### src/rtl/switch_debounce_pkg.sv
// Shared constants for the slide-switch debouncer feeding the fraction encoder.
package switch_debounce_pkg;

  localparam int unsigned SW_WIDTH             = 10;
  localparam int unsigned CLK_HZ               = 50_000_000;
  localparam int unsigned DEFAULT_TICK_DIV     = CLK_HZ / 1000;
  localparam int unsigned DEFAULT_STABLE_TICKS = 20;
  localparam logic [SW_WIDTH-1:0] SW_RESET_VAL = '0;

endpackage

### src/rtl/debounce_bit.sv
// One switch bit: 2-flop synchronizer, stability counter and registered edge pulses.
module debounce_bit
  import switch_debounce_pkg::*;
#(
  parameter int unsigned STABLE_TICKS = DEFAULT_STABLE_TICKS,
  parameter logic        RESET_VAL    = 1'b0
) (
  input  logic clk,
  input  logic rst,
  input  logic i_tick,
  input  logic i_sw,
  output logic o_db,
  output logic o_rise,
  output logic o_fall
);

  localparam int unsigned CW = $clog2(STABLE_TICKS + 1);

  logic          r_sync1;
  logic          r_sync2;
  logic          r_db;
  logic          r_rise;
  logic          r_fall;
  logic [CW-1:0] r_cnt;

  always_ff @(posedge clk or posedge rst) begin
    if (rst) begin
      r_sync1 <= RESET_VAL;
      r_sync2 <= RESET_VAL;
      r_db    <= RESET_VAL;
      r_cnt   <= '0;
      r_rise  <= 1'b0;
      r_fall  <= 1'b0;
    end else begin
      r_sync1 <= i_sw;
      r_sync2 <= r_sync1;
      r_rise  <= 1'b0;
      r_fall  <= 1'b0;
      // Any return to the accepted level restarts qualification, tick or not.
      if (r_sync2 == r_db) begin
        r_cnt <= '0;
      end else if (i_tick && (r_cnt == CW'(STABLE_TICKS - 1))) begin
        r_db   <= r_sync2;
        r_cnt  <= '0;
        r_rise <= r_sync2;
        r_fall <= ~r_sync2;
      end else if (i_tick) begin
        r_cnt <= r_cnt + CW'(1);
      end
    end
  end

  assign o_db   = r_db;
  assign o_rise = r_rise;
  assign o_fall = r_fall;

endmodule

### src/rtl/switch_debounce.sv
// Debounces the raw slide switches; one shared sample-tick prescaler drives all bits.
module switch_debounce
  import switch_debounce_pkg::*;
#(
  parameter int unsigned         WIDTH        = SW_WIDTH,
  parameter int unsigned         TICK_DIV     = DEFAULT_TICK_DIV,
  parameter int unsigned         STABLE_TICKS = DEFAULT_STABLE_TICKS,
  parameter logic [WIDTH-1:0]    RESET_VAL    = SW_RESET_VAL
) (
  input  logic             clk,
  input  logic             rst,
  input  logic [WIDTH-1:0] switches,
  output logic [WIDTH-1:0] switches_db,
  output logic [WIDTH-1:0] sw_rise,
  output logic [WIDTH-1:0] sw_fall
);

  localparam int unsigned TW = (TICK_DIV > 1) ? $clog2(TICK_DIV) : 1;

  logic [TW-1:0] r_presc;
  logic          w_tick;

  assign w_tick = (r_presc == TW'(TICK_DIV - 1));

  always_ff @(posedge clk or posedge rst) begin
    if (rst) begin
      r_presc <= '0;
    end else if (w_tick) begin
      r_presc <= '0;
    end else begin
      r_presc <= r_presc + TW'(1);
    end
  end

  for (genvar g = 0; g < WIDTH; g++) begin : g_bit
    debounce_bit #(
      .STABLE_TICKS(STABLE_TICKS),
      .RESET_VAL   (RESET_VAL[g])
    ) u_bit (
      .clk   (clk),
      .rst   (rst),
      .i_tick(w_tick),
      .i_sw  (switches[g]),
      .o_db  (switches_db[g]),
      .o_rise(sw_rise[g]),
      .o_fall(sw_fall[g])
    );
  end

endmodule

### config.mk
export PLATFORM = sky130hd
export DESIGN_NAME = switch_debounce
export DESIGN_NICKNAME = d
export VERILOG_FILES = /design/src/rtl/switch_debounce_pkg.sv /design/src/rtl/debounce_bit.sv /design/src/rtl/switch_debounce.sv
export SDC_FILE = /design/constraint.sdc
export NUM_CORES = 1
export LEC_CHECK = 0
export ABC_AREA = 1
export BUFFER_PORTS_ARGS = -buffer_cell sky130_fd_sc_hd__buf_2
export CAP_MARGIN = 20
export CELL_PAD_IN_SITES_DETAIL_PLACEMENT = 2
export CELL_PAD_IN_SITES_GLOBAL_PLACEMENT = 2
export CORE_MARGIN = 4
export CORE_UTILIZATION = 39
export DETAILED_ROUTE_END_ITERATION = 6
export GPL_TIMING_DRIVEN = 0
export PLACE_DENSITY = 0.89
export SLEW_MARGIN = 10
export SYNTH_ARGS = -nofsm -noshare
export SYNTH_HDL_FRONTEND = slang
export SYNTH_SLANG_ARGS = --single-unit
### constraint.sdc
create_clock -name clk -period 9.19 [get_ports clk]
set_clock_uncertainty 0.05 [all_clocks]
set_input_delay 1.3785 -clock clk [delete_from_list [all_inputs] [get_ports clk]]
set_output_delay 1.3785 -clock clk [all_outputs]
set_load 0.01 [all_outputs]
# Yosys cells after proc, flatten, opt, wreduce, memory -nomap -nowiden
# Cells that the tools add are included.
# Widths: inputs -> output; s select.
# totals
elab_cells	214
inputBits	12
ff_bits	116
output_inout_bits	30
# op_classes
n_reduce_logical	30
n_addsub	11
eq_ne	21
mux	71
n_bitwise	20
# ops
operator	count
$mux 5	30
$add 5x1->5 const B	10
$eq 5x5->1 const B	10
$mux 1	40
$reduce_bool 3->1	10
$not 1->1	20
$reduce_and 2->1	10
$add 16x1->16 const B	1
$eq 16x16->1 const B	1
$mux 16	1
$eq 1x1->1	10
$logic_and 1x1->1	10

# Logic depth before layout (Yosys ltp)
# Gate-level depths: netlist (run 1).
# logic_depth
ltp_word	4
ltp_mapped	9
ltp_nobuf	9

# Modules after synthesis
# From an unflattened synthesis (run 1), not the netlist that was laid out.
# unflattened
hier_cells	662
hier_area_um2	5660.4
# by_module_without_submodules
mod	seq_area_each_um2	area_each_um2	n_inst	cells_per_inst
debounce_bit	250.2	478.0	10	54
switch_debounce	400.4	880.8	1	122

# Least setup slack after synthesis (run 1)
# OpenSTA, ideal clock, no wires.
# synth_timing
path_type	reg2out
start	register g_bit[2].u_bit.r_db
end	output switches_db[2]
path_buffers	1
required_time_ps	7761
slack_ps	7228
path_stages_with_launch	2
arrival_time_ps	534
path_cell_list	dfrtp_1 -> buf_4
# synth_lines
item	line_no	text
from (decl)	debounce_bit.sv:21	logic r_db;
from (signal assigned)	debounce_bit.sv:43	r_db <= r_sync2;
to (decl)	switch_debounce.sv:13	output logic [WIDTH-1:0] switches_db,
# No word-level cell between the ends.

# Worst setup path in the final report (run 1)
# layout_timing
start	register g_bit[5].u_bit.r_db
end	output switches_db[5]
# layout_lines
item	line_no
from (decl)	debounce_bit.sv:21
from (signal assigned)	debounce_bit.sv:43
# No word-level cell between the ends.

==> results of run 1 <==
==> routing by layer <==
metal  global-route usage, %  routed length [um]  up-vias
li1                        -                   -     2284
met1                    29.8                7970     2518
met2                    45.5               10400      112
met3                    4.91                 699       39
met4                    10.2                 511        0
met5                       0                   0        -
==> logic make-up after synthesis <==
group,Yosys count,synth area share [%]
AO/OA/AOI/OAI,13,1.18
XOR/XNOR,32,4.90
adder cells (fa/ha/maj),11,2.41
buffers and inverters,133,11.1
flip-flops,116,50.7
AND/OR/NAND/NOR,396,29.7
==> where the power goes <==
group | internal (uW) | switching, uW | total [uW]
Clock | 417 | 248 | 665
Sequential | 516 | 3.52 | 519
Combinational | 5.91 | 24.1 | 30.0
==> state kept, by name (all words and copies together) (netlist names) <==
register / flops
g_bit.u_bit.o_db: 10
g_bit.u_bit.o_fall: 10
g_bit.u_bit.o_rise: 10
g_bit.u_bit.r_cnt: 50
g_bit.u_bit.r_sync1: 10
g_bit.u_bit.r_sync2: 10
r_presc: 16
==> cells in the mapped netlist, drive strengths merged <==
cell type	instances	share of area, %
nor3b	1	0.13
or2	2	0.22
buf	39	4.9
a21oi	5	0.44
nand3	57	5.1
nand4	29	3.2
ha	11	2.4
xnor2	3	0.46
xor2	29	4.4
inv	94	6.2
nor2	94	6.5
nor3	15	1.3
o21bai	1	0.13
nand3b	4	0.52
nand2	194	13
dfrtp	116	51
o21ai	7	0.61
==> how the worst max path moves through the flow <==
stage	end	cells past startpoint	from
after global routing	switches_db[3]	2	g_bit[3].u_bit.o_db
after floorplan	g_bit[0].u_bit.o_db	1	rst
after detailed placement	g_bit[1].u_bit.r_sync2	3	rst
after CTS	switches_db[3]	2	g_bit[3].u_bit.o_db
after global placement	g_bit[1].u_bit.r_sync2	2	rst
final	switches_db[5]	2	g_bit[5].u_bit.o_db
==> worst max-delay path: stages (launching register included) <==
cell	delay [ps]
dfrtp_1	430
buf_4	150
buf_2	130
==> through the flow <==
step | total power [uW] | utilization [%]
after floorplan | 544 | -
after global placement | 553 | 42.5
after detailed placement | 558 | 42.7
after CTS | 1230 | 46.8
after global routing | 1250 | 46.8
final | 1210 | 46.8
==> cell type report <==
type,count,area (sq um)
fillers,1616,7710
plain buffers,39,280
clock buffers,22,474
repair buffers,42,233
well taps,184,230
multi-input cells,452,2190
clock inverters,10,105
inverters,94,358
flip-flops and latches,116,2900
==> run metrics, run 1 <==
Post-CTS Hold Buffers=0; die height=129 um; Layout area overhead=18.3%; clk root buf=clkbuf_16; DRT Pass-1 Iters=4; outcome=completed; final worst setup slack=6620 ps; r2r startpoint=r_presc[0]; critical-path maximum fanout=5; H-tree depth=4; share of cells above drive strength 1=16.0%; worst hold slack=298 ps; Critical Path AT=1140 ps; initial antenna violation count=0; first-pass GRT wire length=32.2 mm; drt drc=0; Via density=5.16; DP Cell Count=927; Worst Hold End=g_bit[9].u_bit.r_sync2; Slew @ Worst Pin=552 ps; Cell Pwr Density=179 mW/mm^2; commonest non-fill, non-tap cell in the layout=nand2_1; Hold Path Cell Cnt=0; sequential fraction of the synthesis area=50.7%; Static Leakage=0.00368 uW; CP Data Required Time=7760 ps; Ys Warns=0; placed instance area=0.00619 sq mm; CP Class=flip-flop to output pin; Die X-Extent=129 um; Reg clk slew, reported paths=60 ps; core box area=0.0145 sq mm; Max-slew headroom=63.1%; Detail Placement HPWL=12.0 mm; Synth Instances=701; Wirelength per Cell=20.4 um; worst min path class=flip-flop to flip-flop; Rows=44; max_cap viols=0; Max clock buf depth=2; Initial Utilization=39.5%; count of final setup violators=0; register bit count reported by yosys=116; library cells used by synthesis=24; PortBufs=41; Syn Nets=724; final hold viol count=0; end of the worst register-to-register path=g_bit[9].u_bit.r_cnt[2]; Worst-Skew Late Latency=440 ps; Tcrit/Tclk final=28.0%; DP Worst Slack=7000 ps; RSZ-0062 raised after global routing=no; clk sinks=116; pin count of the biggest net entering global routing=86; worst reg2reg setup slack=7070 ps; post-CTS setup buffers=0; # diodes=0; first-iteration detailed-routing DRC count=265; Final TNS setup=0 ps; Final Cell Area=0.00677 sq mm; WL final=19.6 mm; CTS tree=yes; Num CTS Buffers=17; RD Place Congestion=0.801; max frequency=389 MHz; Peak VDD IR=130 uV; Post-Syn Area=0.00572 sq mm; fin nets=785; Global Route Usage Sum=25.4%; vias in the first global route=5834; crit end category=output pin; CP startpoint kind=flip-flop; total global routing overflow=0; Hold Crit Start=g_bit[9].u_bit.r_sync1; die area=0.0167 sq mm; Register-to-Register Path Depth=9; post-CTS sizing=0; vias=4953; Avg Inst Size Synth=8.16 sq um; final slew viol count=0; I/O pin total=42; most frequent cells in the layout=nand2_1 (193), dfrtp_1 (116), nor2_1 (90); Tmin final=2570 ps; final std cells w/o fill=959; DRT antenna net count=0
(Power assumes the default switching activity.)
==> inputs of run 2 (changes only) <==
- CORE_UTILIZATION: 39 -> 33
- PLACE_DENSITY: 0.89 -> 0.81
- clock period: 9.19 -> 2.1 ns (I/O delays scaled with it)
==> run metrics, run 2 (synthesized netlist as in run 1, its figures left out) <==
outcome=completed; RD Place Congestion=0.754; Die X-Extent=140 um; Via density=4.84; Final TNS setup=0 ps; CP Class=flip-flop to flip-flop; Num CTS Buffers=17; critical-path maximum fanout=10; Detail Placement HPWL=11.6 mm; # diodes=0; core box area=0.0168 sq mm; commonest non-fill, non-tap cell in the layout=nand2_1; worst path cell trace=ha_1, nand2_2, nor2_4, nand3_2, nor2_4, buf_4, nor2_1, nand2_1, nand2_1; H-tree depth=4; RSZ-0062 raised after global routing=no; clk root buf=clkbuf_16; Core Util, Final=41.7%; initial antenna violation count=0; total global routing overflow=0; CP Data Required Time=2350 ps; end of the worst register-to-register path=g_bit[7].u_bit.r_cnt[0]; count of final setup violators=0; Crit path largest cell delay=380 ps; share of cells above drive strength 1=16.1%; DRT Pass-1 Iters=4; drt drc=0; Tcrit/Tclk final=93.2%; Max-slew headroom=67.8%; die area=0.0195 sq mm; biggest regs=g_bit.u_bit.r_cnt (50), r_presc (16); Peak VDD IR=571 uV; worst min path class=flip-flop to flip-flop; DRT antenna net count=0; crit end category=flip-flop; final slew viol count=0; die height=140 um; Critical Path AT=2200 ps; Crit-path slowest cell=dfrtp_1; vias in the first global route=5651; Reg with most FFs=g_bit.u_bit.r_cnt; Static Leakage=0.00375 uW; Layout area overhead=22.3%; Reg clk slew, reported paths=60 ps; Wirelength per Cell=17.0 um; r2r startpoint=r_presc[0]; Initial Utilization=34.1%; Rows=47; most frequent cells in the layout=nand2_1 (192), dfrtp_1 (116), nor2_1 (90); CP startpoint kind=flip-flop; I/O pin total=42; Tmin final=1960 ps; post-CTS setup buffers=0; placed instance area=0.00627 sq mm; max_cap viols=0; vias=4876; WL final=17.2 mm; max reg flops=50; Max clock buf depth=2; first-pass GRT wire length=28.9 mm; PortBufs=41; fin nets=798; pin count of the biggest net entering global routing=37; Register-to-Register Path Depth=9; worst reg2reg setup slack=140 ps; Worst Hold End=g_bit[4].u_bit.r_sync2; Global Route Usage Sum=18.5%; Final Cell Area=0.00700 sq mm; Cell Pwr Density=777 mW/mm^2; first-iteration detailed-routing DRC count=179; max frequency=511 MHz; Hold Crit Start=g_bit[4].u_bit.r_sync1; Slew @ Worst Pin=482 ps; Worst-Skew Late Latency=420 ps; final hold viol count=0; Hold Path Cell Cnt=0; clk sinks=116; CTS tree=yes
## run 2: critical path, delay by kind of cell, from the launching register on
family	cells	cell delay, ps
and+or+nand+nor	7	910
DFF	1	380
buffers and inverters	1	280
adders and majority gates	1	210
## run 2: how the worst max path moves through the flow
stage,from,endpoint,slack [ps],depth (start not counted)
6_report,r_presc[0],g_bit[7].u_bit.r_cnt[0],140,9
5_1_grt,r_presc[0],g_bit[1].u_bit.r_cnt[4],4,9
4_1_cts,r_presc[0],g_bit[3].u_bit.o_db,70,8
3_5_place_dp,r_presc[0],g_bit[6].u_bit.o_db,130,8
3_3_place_gp,rst,g_bit[2].u_bit.o_fall,-590,2
2_1_floorplan,rst,g_bit[0].u_bit.o_db,320,1
## run 2: repair_timing
item | CTS | global route
hold buffers | 11 | 0
setup endpoints to repair | 0 | 25
gates resized for setup | 0 | 3
hold endpoints to repair | 27 | 0
## run 2: final cells by class
cell class                      instances  area, sq um
Buffer                                 39          285
Clock buffer                           23          488
Clock inverter                          9          125
Fill cell                            1908         9760
Inverter                               94          357
Multi-Input combinational cell        452         2190
Sequential cell                       116         2900
Tap cell                              220          275
Timing Repair Buffer                   55          375
## run 2: power by group
part / leakage [uW] / internal [uW] / switching, uW
Combinational: 0.00189 / 44.9 / 103
Clock: 0.000299 / 1980 / 1040
Sequential: 0.00156 / 2260 / 13.3
## run 2: metrics by stage
| step | instances | power [uW] | worst slack (ps) | hold slack (ps) |
|---|---|---|---|---|
| after global routing | 1008 | 5640 | 3.57 | 307 |
| after detailed placement | 965 | 2440 | 129 | 289 |
| final | 1008 | 5440 | 143 | 298 |
| after CTS | 1008 | 5520 | 73.5 | 301 |
| after global placement | 962 | 2420 | -585 | 282 |
| after floorplan | 701 | 2380 | 322 | 281 |
## run 2: routing by layer
| metal | wire length (um) | vias up | track usage (%) |
|---|---|---|---|
| met4 | 181 | 0 | 4.74 |
| met2 | 9590 | 42 | 35.5 |
| li1 | - | 2314 | - |
| met5 | 0 | - | 0 |
| met3 | 354 | 16 | 3.88 |
| met1 | 7040 | 2504 | 20.8 |
